<file path="config.mk">
export PLATFORM = sky130hd
export DESIGN_NAME = imem_loader
export DESIGN_NICKNAME = d
export VERILOG_FILES = /design/src/rtl/hippo_prog_pkg.sv /design/src/rtl/imem_wr_fifo.sv /design/src/rtl/imem_loader.sv
export SDC_FILE = /design/constraint.sdc
export NUM_CORES = 1
export LEC_CHECK = 0
export BUFFER_PORTS_ARGS = -buffer_cell sky130_fd_sc_hd__buf_2
export CAP_MARGIN = 25
export CORE_AREA = 2 2 146 148
export CTS_BUF_LIST = sky130_fd_sc_hd__clkbuf_4 sky130_fd_sc_hd__clkbuf_8
export CTS_CLUSTER_SIZE = 16
export DETAILED_ROUTE_END_ITERATION = 16
export DIE_AREA = 0 0 148 150
export GPL_ROUTABILITY_DRIVEN = 0
export PLACE_DENSITY = 0.62
export SETUP_SLACK_MARGIN = 0.1
export SKIP_LAST_GASP = 1
export SLEW_MARGIN = 10
export SYNTH_ARGS = -nofsm -noshare
export SYNTH_HDL_FRONTEND = slang
export SYNTH_SLANG_ARGS = --single-unit
export TNS_END_PERCENT = 50
</file>
<file path="constraint.sdc">
create_clock -name clk_i -period 3.55 [get_ports clk_i]
set_input_delay 0 -clock clk_i [delete_from_list [all_inputs] [get_ports clk_i]]
set_output_delay 0 -clock clk_i [all_outputs]
set_load 0.02 [all_outputs]
</file>
<file path="src/rtl/hippo_prog_pkg.sv">
// Shared constants and types for the JTAG-driven instruction memory loader.
package hippo_prog_pkg;

    localparam int BIT_WIDTH_D  = 8;
    localparam int ADDR_WIDTH_D = 10;
    localparam int LANES        = 4;
    localparam int FIFO_DEPTH   = 2;

    typedef enum logic [1:0] {
        IDLE,
        LOAD,
        FLUSH,
        DRAIN
    } state_e;

    function automatic logic [LANES-1:0] lane_bit(input logic [1:0] lane);
        return LANES'(1) << lane;
    endfunction

endpackage

</file>
<file path="src/rtl/imem_wr_fifo.sv">
// Small write FIFO between the byte assembler and the instruction memory port.
module imem_wr_fifo
    import hippo_prog_pkg::*;
#(
    parameter int WIDTH = 8
) (
    input  logic             clk,
    input  logic             rst_n,
    input  logic             push,
    input  logic [WIDTH-1:0] wdata,
    input  logic             pop,
    output logic [WIDTH-1:0] rdata,
    output logic             full,
    output logic             empty
);

    localparam int PTR_W = (FIFO_DEPTH > 1) ? $clog2(FIFO_DEPTH) : 1;
    localparam int CNT_W = $clog2(FIFO_DEPTH + 1);
    localparam logic [CNT_W-1:0] DEPTH = CNT_W'(FIFO_DEPTH);

    logic [WIDTH-1:0] mem [FIFO_DEPTH];
    logic [PTR_W-1:0] rd_ptr;
    logic [PTR_W-1:0] wr_ptr;
    logic [CNT_W-1:0] count;
    logic             do_push;
    logic             do_pop;

    assign full    = (count == DEPTH);
    assign empty   = (count == '0);
    assign do_pop  = pop && !empty;
    // A pop in the same cycle frees the slot, so a push on full still lands.
    assign do_push = push && (!full || do_pop);
    assign rdata   = mem[rd_ptr];

    always_ff @(posedge clk or negedge rst_n) begin
        if (!rst_n) begin
            // NOTE: storage is reset too, so the memory port reads all-zero during reset.
            for (int i = 0; i < FIFO_DEPTH; i++) mem[i] <= '0;
            rd_ptr <= '0;
            wr_ptr <= '0;
            count  <= '0;
        end else begin
            if (do_push) begin
                mem[wr_ptr] <= wdata;
                wr_ptr      <= wr_ptr + 1'b1;
            end
            if (do_pop) rd_ptr <= rd_ptr + 1'b1;
            case ({do_push, do_pop})
                2'b10:   count <= count + 1'b1;
                2'b01:   count <= count - 1'b1;
                default: ;
            endcase
        end
    end

endmodule

</file>
<file path="src/rtl/imem_loader.sv">
// Assembles JTAG-delivered bytes into instruction words and writes them to memory,
// holding the core in reset for the duration of a load session.
module imem_loader
    import hippo_prog_pkg::*;
#(
    parameter int BIT_WIDTH  = BIT_WIDTH_D,
    parameter int ADDR_WIDTH = ADDR_WIDTH_D,
    parameter int WORD_WIDTH = 4 * BIT_WIDTH
) (
    input  logic                  clk_i,
    input  logic                  rst_ni,
    input  logic                  sel_i,
    input  logic                  we_i,
    input  logic [BIT_WIDTH-1:0]  data_i,
    input  logic [ADDR_WIDTH-1:0] addr_i,
    output logic                  mem_req_o,
    input  logic                  mem_gnt_i,
    output logic [ADDR_WIDTH-3:0] mem_addr_o,
    output logic [WORD_WIDTH-1:0] mem_wdata_o,
    output logic [LANES-1:0]      mem_be_o,
    output logic                  cpu_rst_no,
    output logic                  busy_o,
    output logic                  err_o,
    output logic [ADDR_WIDTH-2:0] word_cnt_o
);

    localparam int WADDR_W = ADDR_WIDTH - 2;
    localparam int ENTRY_W = WADDR_W + WORD_WIDTH + LANES;

    (* ASYNC_REG = "TRUE" *) logic sel_meta, sel_s;

    state_e                state;
    logic                  we_q;
    logic                  acc_q;
    logic [BIT_WIDTH-1:0]  acc_data;
    logic [ADDR_WIDTH-1:0] acc_addr;

    logic [WADDR_W-1:0]    asm_addr, asm_addr_n;
    logic [WORD_WIDTH-1:0] asm_data, asm_data_n;
    logic [LANES-1:0]      asm_be, asm_be_n;
    logic                  pend_push, pend_push_n;

    logic [WADDR_W-1:0]    byte_waddr;
    logic [1:0]            byte_lane;
    logic [WORD_WIDTH-1:0] byte_word;
    logic [WORD_WIDTH-1:0] lane_mask;

    logic                  fifo_push;
    logic [ENTRY_W-1:0]    fifo_wdata;
    logic [ENTRY_W-1:0]    fifo_rdata;
    logic                  fifo_full;
    logic                  fifo_empty;
    logic                  pop;

    always_ff @(posedge clk_i or negedge rst_ni) begin
        if (!rst_ni) begin
            sel_meta <= 1'b0;
            sel_s    <= 1'b0;
        end else begin
            sel_meta <= sel_i;
            sel_s    <= sel_meta;
        end
    end

    // we_i is already in this domain; only its rising edge is turned into one accept.
    always_ff @(posedge clk_i or negedge rst_ni) begin
        if (!rst_ni) begin
            we_q     <= 1'b0;
            acc_q    <= 1'b0;
            acc_data <= '0;
            acc_addr <= '0;
        end else begin
            we_q     <= we_i;
            acc_q    <= we_i && !we_q && (state == LOAD);
            acc_data <= data_i;
            acc_addr <= addr_i;
        end
    end

    assign byte_waddr = acc_addr[ADDR_WIDTH-1:2];
    assign byte_lane  = acc_addr[1:0];
    assign byte_word  = WORD_WIDTH'(acc_data) << (byte_lane * BIT_WIDTH);
    assign lane_mask  = WORD_WIDTH'({BIT_WIDTH{1'b1}}) << (byte_lane * BIT_WIDTH);

    // A byte that evicts a partial word and also completes lane 3 needs two pushes;
    // the second is deferred one cycle via pend_push (bytes are at least two cycles apart).
    always_comb begin
        fifo_push   = 1'b0;
        fifo_wdata  = {asm_addr, asm_data, asm_be};
        asm_addr_n  = asm_addr;
        asm_data_n  = asm_data;
        asm_be_n    = asm_be;
        pend_push_n = 1'b0;
        if (pend_push || (state == FLUSH && |asm_be)) begin
            fifo_push  = 1'b1;
            asm_data_n = '0;
            asm_be_n   = '0;
        end else if (acc_q && state == LOAD) begin
            asm_addr_n = byte_waddr;
            if (|asm_be && byte_waddr != asm_addr) begin
                fifo_push   = 1'b1;
                asm_data_n  = byte_word;
                asm_be_n    = lane_bit(byte_lane);
                pend_push_n = (byte_lane == 2'd3);
            end else if (byte_lane == 2'd3) begin
                fifo_push  = 1'b1;
                fifo_wdata = {byte_waddr, (asm_data & ~lane_mask) | byte_word,
                              asm_be | lane_bit(byte_lane)};
                asm_data_n = '0;
                asm_be_n   = '0;
            end else begin
                asm_data_n = (asm_data & ~lane_mask) | byte_word;
                asm_be_n   = asm_be | lane_bit(byte_lane);
            end
        end
    end

    always_ff @(posedge clk_i or negedge rst_ni) begin
        if (!rst_ni) begin
            asm_addr  <= '0;
            asm_data  <= '0;
            asm_be    <= '0;
            pend_push <= 1'b0;
        end else begin
            asm_addr  <= asm_addr_n;
            asm_data  <= asm_data_n;
            asm_be    <= asm_be_n;
            pend_push <= pend_push_n;
        end
    end

    imem_wr_fifo #(
        .WIDTH (ENTRY_W)
    ) u_fifo (
        .clk   (clk_i),
        .rst_n (rst_ni),
        .push  (fifo_push),
        .wdata (fifo_wdata),
        .pop   (pop),
        .rdata (fifo_rdata),
        .full  (fifo_full),
        .empty (fifo_empty)
    );

    assign mem_req_o = !fifo_empty;
    assign pop       = mem_req_o && mem_gnt_i;
    assign {mem_addr_o, mem_wdata_o, mem_be_o} = fifo_rdata;
    assign busy_o    = (state != IDLE);

    always_ff @(posedge clk_i or negedge rst_ni) begin
        if (!rst_ni) begin
            state      <= IDLE;
            cpu_rst_no <= 1'b0;
            err_o      <= 1'b0;
            word_cnt_o <= '0;
        end else begin
            if (fifo_push && fifo_full && !pop) err_o <= 1'b1;
            if (pop) word_cnt_o <= word_cnt_o + 1'b1;
            case (state)
                IDLE: begin
                    if (sel_s) begin
                        state      <= LOAD;
                        cpu_rst_no <= 1'b0;
                        word_cnt_o <= '0;
                    end else begin
                        cpu_rst_no <= 1'b1;
                    end
                end
                LOAD:  if (!sel_s) state <= FLUSH;
                FLUSH: state <= DRAIN;
                DRAIN: begin
                    if (fifo_empty) begin
                        state      <= IDLE;
                        cpu_rst_no <= 1'b1;
                    end
                end
                default: state <= IDLE;
            endcase
        end
    end

endmodule

</file>
After elaboration in Yosys (flattened, before gate mapping) --
Index checks and enable logic that the tools add are counted.
Operators by class: add/subtract/negate cells 5, $lt $le $gt $ge 3, equal/unequal tests 11, shifts and indexed selects 3, muxes and demuxes 36, bitwise gates (word level) 7, reduce and logical (&&, ||, !) cells 27
Operators with widths (count):
- $mux 44 | 8
- $mux 32 | 4
- $bwmux 88 | 1
- $demux 44 s1 | 1
- $and 32x32->32 | 1
- $not 32->32 | 1
- $or 32x32->32 | 1
- $shl 8x5->32 | 1
- $shl 8x5->32 const A | 1
- $mux 9 | 3
- $mux 4 | 4
- $logic_and 1x1->1 | 11
- $eq 2x2->1 const B | 5
- $add 9x1->9 const B | 1
- $mux 1 | 9
- $ne 8x8->1 | 1
- $pmux 2 s4 | 1
- $reduce_bool 2->1 | 4
- $mux 2 | 3
- $eq 2x1->1 const B | 2
- $ge 2x2->1 const B | 2
- $logic_not 1->1 | 4
- $logic_not 2->1 | 2
- $ne 2x2->1 const B | 2
- 15 further kinds | 19
Word-level totals: flip-flop bits (word level) 172, input bits 23, output and inout port bits 57, word-level logic and storage cells 111

Depth between registers and ports, before layout --
Gate-level depths: netlist (run 1).
depth in word-level cells 9, mapped depth 10, depth with buffers taken out 10

Cells and area by module --
Synthesis (run 1) repeated with hierarchy kept, for this count alone.
Unflattened totals: cells, all modules 558, area, all modules 7587.3 um2
Modules (own cells, without submodules):
- imem_wr_fifo | times used 1, cells an instance 260, area each 4060.1 um2, sequential area each 2302.2 um2
- imem_loader | times used 1, cells an instance 298, area each 3527.1 um2, sequential area each 2001.9 um2

Least setup slack after synthesis (run 1) --
Ideal clock, no wire load.
kind register to register, from reg asm_be[0], to reg u_fifo.mem[45] (netlist bit), library setup time 0.125 ns, arrival 2.174 ns, data required time 3.425 ns, slack 1.251 ns, cell stages (with the launch flop) 8, path buffers 2, clock period less this slack 2.299 ns, cells stage by stage dfrtp_1 or4_4 a221o_1 nand2_1 a211o_1 buf_2 buf_2 mux2_2
On the way: longest elaborated chain between the ends 6, elaborated cells on any way between the ends 12, classes of those cells 7 x mux; 5 x reduce/logical
RTL lines:
- start, declared | RTL line imem_loader.sv:40 | logic [LANES-1:0] asm_be, asm_be_n;
- start signal, assigned | RTL line imem_loader.sv:127 | asm_be <= asm_be_n;
- $reduce_or 4->1 (*) | RTL line imem_loader.sv:94, imem_loader.sv:100
- $logic_and 1x1->1 | RTL line imem_loader.sv:100 | if (|asm_be && byte_waddr != asm_addr) begin
- $mux 44 or $mux 1 (tied branches) | RTL line imem_loader.sv:100
- $mux 44 or $mux 1 (tied branches) | RTL line imem_loader.sv:98 | end else if (acc_q && state == LOAD) begin
- $mux 44 or $mux 1 (tied branches) | RTL line imem_loader.sv:94 | if (pend_push || (state == FLUSH && |asm_be)) begin
- $bwmux 88 or $logic_and 1x1->1 (tied branches) | RTL line imem_wr_fifo.sv:44, imem_wr_fifo.sv:32
- end signal, assigned by index | RTL line imem_wr_fifo.sv:44 | mem[wr_ptr] <= wdata;
- end, declared | RTL line imem_wr_fifo.sv:21 | logic [WIDTH-1:0] mem [FIFO_DEPTH];
Every way passes the cells marked *; elsewhere a longest branch is shown, timed or not. A chain may end at the register's enable or synchronous reset.

Worst setup path after layout (run 1) --
from reg asm_be[0], to reg u_fifo.mem[37] (netlist bit)
The elaborated chain is that of the path after synthesis.

==> metrics.txt, run 1 <==
slowest CP cell=or3_1; post-synthesis sequential area ratio=0.6080; Seq pwr share=0.440; count of final hold-check violations=2; RSZ-0062 raised after global routing=false; crit share post-route=0.8132; Starting Density=0.3422; Avg Synthesized Cell Area=~14 µm²; ant diodes=0; Worst-path clk slew=about 0.08 ns; failing checks=negative hold slack; switch share=0.3445; Final Max Slew Viols=0; CTS Buffer Depth=2; WS Path Type=reg -> reg; clk sinks=about 170; Synth Area in Compound Gates=0.08766; Yosys reg bits=172; R2R setup slack=around 0.66 ns; crit end category=register; # setup viols final=0; Initial DRC Count=about 180; clock buffers created by TritonCTS=17; mux cell area share after synthesis=0.1942; Area growth syn-to-layout=20.36%; CTS H-Tree Depth=4; Pwr Density=around 760 nW/µm²; reg2reg start=asm_be[0]$_DFFE_PN0P_; initial antenna violation count=0; core area=~21000 µm²; status=finished with violations; worst rel slew slack=0.3366; Max-cap violations=0; Routed Antenna Nets=0; design area=between 8000 and 9000 µm²; synth unique cells=38; Total Wirelength=15.69 mm; Fin Setup TNS=0 ns; syn nets=around 550; Leakage=0.004271 µW; hold buffers post-CTS=22; Tmin final=2.887 ns; Avg Vias per Cell=4.809; setup bufs post-CTS=0; Mapped Area=a little over 7000 µm²; Final Core Density=0.4118; # rows=53; worst min path class=in -> async; number of port buffers=around 80; clock network power share=0.237; Async S/R FF share, synth=1.000; dpl cell area=about 7800 µm²; Vias=roughly 4400; worst hold slack=-0.007103 ns; Detail Placement HPWL=10.24 mm; layout cells sized above 1=0.3744; nets=roughly 660; post-synthesis simple-gate area fraction=0.05514; Slew @ Worst Pin=0.9951 ns; number of global-route vias before repair=approximately 4700; Worst path max stage delay=roughly 0.79 ns; xor/xnor share of the synthesized area=0.02474; GRT Total Usage=0.1491; combinational share of power=0.323; worst-skew pair later-pin latency=between 0.4 and 0.5 ns; skew final=roughly 0.013 ns; Switch Pwr=approximately 2200 µW; Gate Count Post-Synth=between 500 and 600; r2r endpoint=u_fifo.mem[37]$_DFFE_PN0P_; Gates resized, CTS repair=0; Max FO, Critical Path=17; Die Height=150 µm; worst path arrival time=about 3.2 ns; I/O pin total=80; maximum vdd drop=roughly 300 µV; Post-synth EDFFs=0; die width=~150 µm; commonest non-fill, non-tap cell in the layout=dfrtp_1; drt wl/cell=roughly 17 µm; Synth Area in Adders=0.01060; R2R depth=6; Clock Tree Root=clkbuf_8; first-pass GRT wire length=around 26 mm; DRC=0; Die ar.=about 22000 µm²; CTS tree=done; main combinational cell family by area after synthesis=multiplexers; Startpoint Class=register; pin count of the biggest net entering global routing=approximately 100; Internal=approximately 4200 µW; top_reg_cell synth=dfrtp_1; Synth Warn #=0; data required time of the critical path=a little under 4 ns; remaining global-route overflow=0; first drt pass iteration count=4; Fmax achieved=between 300 and 400 MHz; Pwr Total=between 6000 and 7000 µW; commonest cells after routing, fill and taps aside=171 x dfrtp_1, 107 x mux2_2, 78 x buf_2; worst-path cell chain=or4_4 -> a21oi_4 -> nand3_4 -> or3_1 -> mux2i_1 -> a21oi_1
[layout make-up]
| cell class | count | area [µm²] |
|---|---|---|
| multi-input cells | 319 | 2649 |
| well taps | 275 | 344.1 |
| flip-flops and latches | 172 | 4305 |
| repair buffers | 113 | 757.0 |
| fillers | 1932 | 12170 |
| clock inverters | 11 | 163.9 |
| inverters | 5 | 18.77 |
| clock buffers | 21 | 282.8 |
[per-layer routing]
metal / track usage / wire length (µm)
met1: 0.1879 / 6880
met5: 0 / 0
met4: 0.04905 / 270
met2: 0.2454 / 7754
met3: 0.04604 / 781
[kinds of logic (layout without fill, tap and decap cells)]
| family | after synthesis | after routing |
|---|---|---|
| xor gates and xnor gates | 20 | 20 |
| adders and majority gates | 6 | 6 |
| muxes | 124 | 124 |
| buffers and inverters | 31 | 150 |
| DFF | 172 | 172 |
| and+or+nand+nor | 79 | 79 |
| AOI/OAI and AO/OA | 90 | 90 |
[state kept, by name, indices dropped and copies added, names as in the netlist, 2 cells and up]
signal        count
acc_data          8
u_fifo.count      2
asm_data         32
acc_addr         10
asm_be            4
asm_addr          8
word_cnt_o        9
u_fifo.mem       88
state             2
[through the flow]
stage / hold WS, ns / worst slack (ns) / instances
global placement: 0.1096 / 0.7830 / 860
detailed placement: 0.1094 / 0.6791 / 861
floorplan: -0.2956 / 1.251 / 522
global route: 0.01005 / 0.5048 / 916
CTS: 0.1360 / 0.6466 / 915
finish: -0.007103 / 0.6630 / 916
[power by group through the flow]
stage                     Combinational (µW)  Clock (µW)  Sequential [µW]
final                                   2080        1530             2840
after global placement                  1930           0             2900
after detailed placement                2080           0             2870
after CTS                               2120        1570             2830
after floorplan                         1490           0             2750
after global routing                    2280        1650             2910
[worst max-delay path: cells and delay by family, from the launching register on]
kind | cells | cell delay [ns]
simple gates | 3 | 1.62
compound gates | 2 | 0.35
mux | 1 | 0.37
flops | 1 | 0.42
[cells in the mapped netlist (3+ instances only)]
library cell	n	area, µm²
dfrtp_1	172	4304
xor2_1	7	61.31
buf_2	6	30.03
a21o_1	4	30.03
nor2_1	29	108.9
ha_1	6	75.07
inv_1	5	18.77
mux2_2	107	1205
mux2i_1	17	170.2
o21ai_0	20	100.1
and2_1	3	18.77
nand4_1	5	31.28
a22o_1	32	280.3
o31ai_1	5	37.54
or3_1	3	18.77
nand2_1	27	101.4
xnor2_1	13	113.9
clkbuf_1	17	63.81
a21oi_1	21	105.1
[worst max-delay path by stage]
stage | endpoint | from | depth (start not counted)
2_1_floorplan | u_fifo.mem[45]$_DFFE_PN0P_ | asm_be[0]$_DFFE_PN0P_ | 7
3_3_place_gp | u_fifo.mem[35]$_DFFE_PN0P_ | asm_be[0]$_DFFE_PN0P_ | 6
3_5_place_dp | u_fifo.mem[75]$_DFFE_PN0P_ | asm_be[0]$_DFFE_PN0P_ | 6
4_1_cts | u_fifo.mem[37]$_DFFE_PN0P_ | asm_be[0]$_DFFE_PN0P_ | 6
5_1_grt | u_fifo.mem[31]$_DFFE_PN0P_ | asm_be[0]$_DFFE_PN0P_ | 6
6_report | u_fifo.mem[37]$_DFFE_PN0P_ | asm_be[0]$_DFFE_PN0P_ | 6
Power figures use the tool's default switching activity.
==> run 2: changes to the inputs <==
clock period = 2.76 ns   (was 3.55 ns; I/O delays follow)
==> run 2 against run 1 <==
The run now ends clean. Global-route usage decreased by 0.37 points. Non-clock buffer count increased by 4. Cell count rose by 0.44%. Power up 24%. First-iteration DRC count up 34%. Die area stayed put. Worst hold slack improved by 0.12 ns. Core utilization fell by 0.21 points. Largest cell class unchanged. Highest routed layer unchanged.
==> metrics.txt, run 2 (synthesis results as in run 1) <==
status=completed (was finished with violations); Area growth syn-to-layout=19.74% (was 20.36%); Die ar.=22200 µm² (unchanged); core area=20690 µm² (unchanged); Starting Density=0.3422 (unchanged); largest registers=u_fifo.mem (88), asm_data (32), acc_addr (10) (unchanged); initial antenna violation count=0 (unchanged); RSZ-0062 raised after global routing=false (unchanged); ant diodes=0 (unchanged); clk sinks=172 (unchanged); first drt pass iteration count=4 (unchanged); remaining global-route overflow=0 (unchanged); Startpoint Class=register (unchanged); Worst-path clk slew=0.08 ns (about the same); crit share post-route=0.8780 (was 0.8132); first-pass GRT wire length=24.99 mm (was 25.53 mm); Final WS setup=0.3367 ns (was 0.6630 ns); dpl cell area=7889 µm² (was 7826 µm²); Die Height=150 µm (unchanged); worst slack, placed=0.3397 ns (was 0.6791 ns); skew final=0.01390 ns (was 0.01308 ns); DRC=0 (unchanged); R2R depth=6 (unchanged); GRT Total Usage=0.1454 (was 0.1491); worst-skew pair later-pin latency=0.45 ns (was 0.46 ns); Avg Vias per Cell=4.836 (was 4.809); die width=148 µm (unchanged); Fin Setup TNS=0 ns (unchanged); commonest cells after routing, fill and taps aside=171 x dfrtp_1, 107 x mux2_2, 78 x buf_2 (unchanged); Initial DRC Count=236 (was 176); Fmax achieved=412.7 MHz (was 346.4 MHz); layout cells sized above 1=0.3783 (was 0.3744); Leakage=0.004247 µW (was 0.004271 µW); Max-cap violations=0 (unchanged); number of global-route vias before repair=4726 (was 4721); number of port buffers=79 (unchanged); worst path arrival time=2.75 ns (was 3.22 ns); CTS Buffer Depth=2 (unchanged); nets=661 (was 657); placed cells=866 (was 861); drt wl/cell=16.63 µm (was 17.12 µm); worst min path class=in -> async (unchanged); Tmin final=2.423 ns (was 2.887 ns); CTS H-Tree Depth=4 (unchanged); CTS tree=done (unchanged); I/O pin total=80 (unchanged); Routed Antenna Nets=0 (unchanged); Slew @ Worst Pin=0.6876 ns (was 0.9951 ns); Pwr Density=942.3 nW/µm² (was 756.6 nW/µm²); commonest non-fill, non-tap cell in the layout=dfrtp_1 (unchanged); worst rel slew slack=0.5416 (was 0.3366); pin count of the biggest net entering global routing=75 (was 104); design area=8477 µm² (was 8521 µm²); crit end category=register (unchanged); Clock Tree Root=clkbuf_8 (unchanged); Biggest register=u_fifo.mem (unchanged); # setup viols final=0 (unchanged); Final Max Slew Viols=0 (unchanged); count of final hold-check violations=0 (was 2); Detail Placement HPWL=10.28 mm (was 10.24 mm); max reg flops=88 (unchanged); # rows=53 (unchanged); WS Path Type=reg -> reg (unchanged); maximum vdd drop=324.8 µV (was 304.6 µV); Total Wirelength=15.30 mm (was 15.69 mm); clock buffers created by TritonCTS=17 (unchanged); Pwr Total=7988 µW (was 6447 µW); Vias=4449 (was 4405); data required time of the critical path=3.09 ns (was 3.88 ns); Max FO, Critical Path=61 (was 17); fin cells=920 (was 916)
-- run 2: worst paths after layout --
kind | startpoint | endpoint | slack [ns]
max | asm_be[0]$_DFFE_PN0P_ | u_fifo.mem[52]$_DFFE_PN0P_ | 0.34
min | rst_ni | acc_addr[2]$_DFF_PN0_ | 0.11
max reg2reg | asm_be[0]$_DFFE_PN0P_ | u_fifo.mem[52]$_DFFE_PN0P_ | 0.34
min reg2reg | sel_meta$_DFF_PN0_ | sel_s$_DFF_PN0_ | 0.37
max in group asynchronous | rst_ni | u_fifo.rd_ptr$_DFFE_PN0P_ | 1.81
min in group clk_i | addr_i[6] | acc_addr[6]$_DFF_PN0_ | 0.18
-- run 2: final cells by class --
class / count / area, µm²
inverters: 5 / 18.77
fillers: 1982 / 12210
multi-input cells: 319 / 2649
clock inverters: 13 / 118.9
clock buffers: 19 / 249.0
well taps: 275 / 344.1
repair buffers: 117 / 792.0
flip-flops and latches: 172 / 4305
-- run 2: stage by stage --
step                      hold WS [ns]    util
after floorplan                -0.2956       -
after global placement         0.05247  0.3813
after detailed placement       0.06022  0.3813
after CTS                       0.1321  0.4097
after global routing            0.1438  0.4097
final                           0.1142  0.4097
-- run 2: layer usage --
| layer | global-route usage | up-vias | part of all wire |
|---|---|---|---|
| met5 | 0 | - | 0 |
| met4 | 0.04381 | 0 | 0.013 |
| met3 | 0.04451 | 20 | 0.043 |
| met2 | 0.2421 | 72 | 0.50 |
| met1 | 0.1827 | 2278 | 0.44 |
| li1 | - | 2079 | - |
-- run 2: what timing repair did --
item,CTS,global route
hold buffers,22,0
gates resized for setup,0,0
hold endpoints to repair,93,0
buffers inserted,0,0
-- run 2: critical path, cell delays in order, from the launching register on --
cell and delay, ns:
dfrtp_1 0.41, or4_4 0.59, a21oi_4 0.22, and2_1 0.24
a211o_2 0.18, buf_12 0.28, mux2_2 0.38
-- run 2: power by group --
| group | switching (µW) | internal (µW) |
|---|---|---|
| clock network | 898 | 736 |
| registers | 505 | 3140 |
| logic | 1450 | 1250 |
| total | 2850 | 5130 |
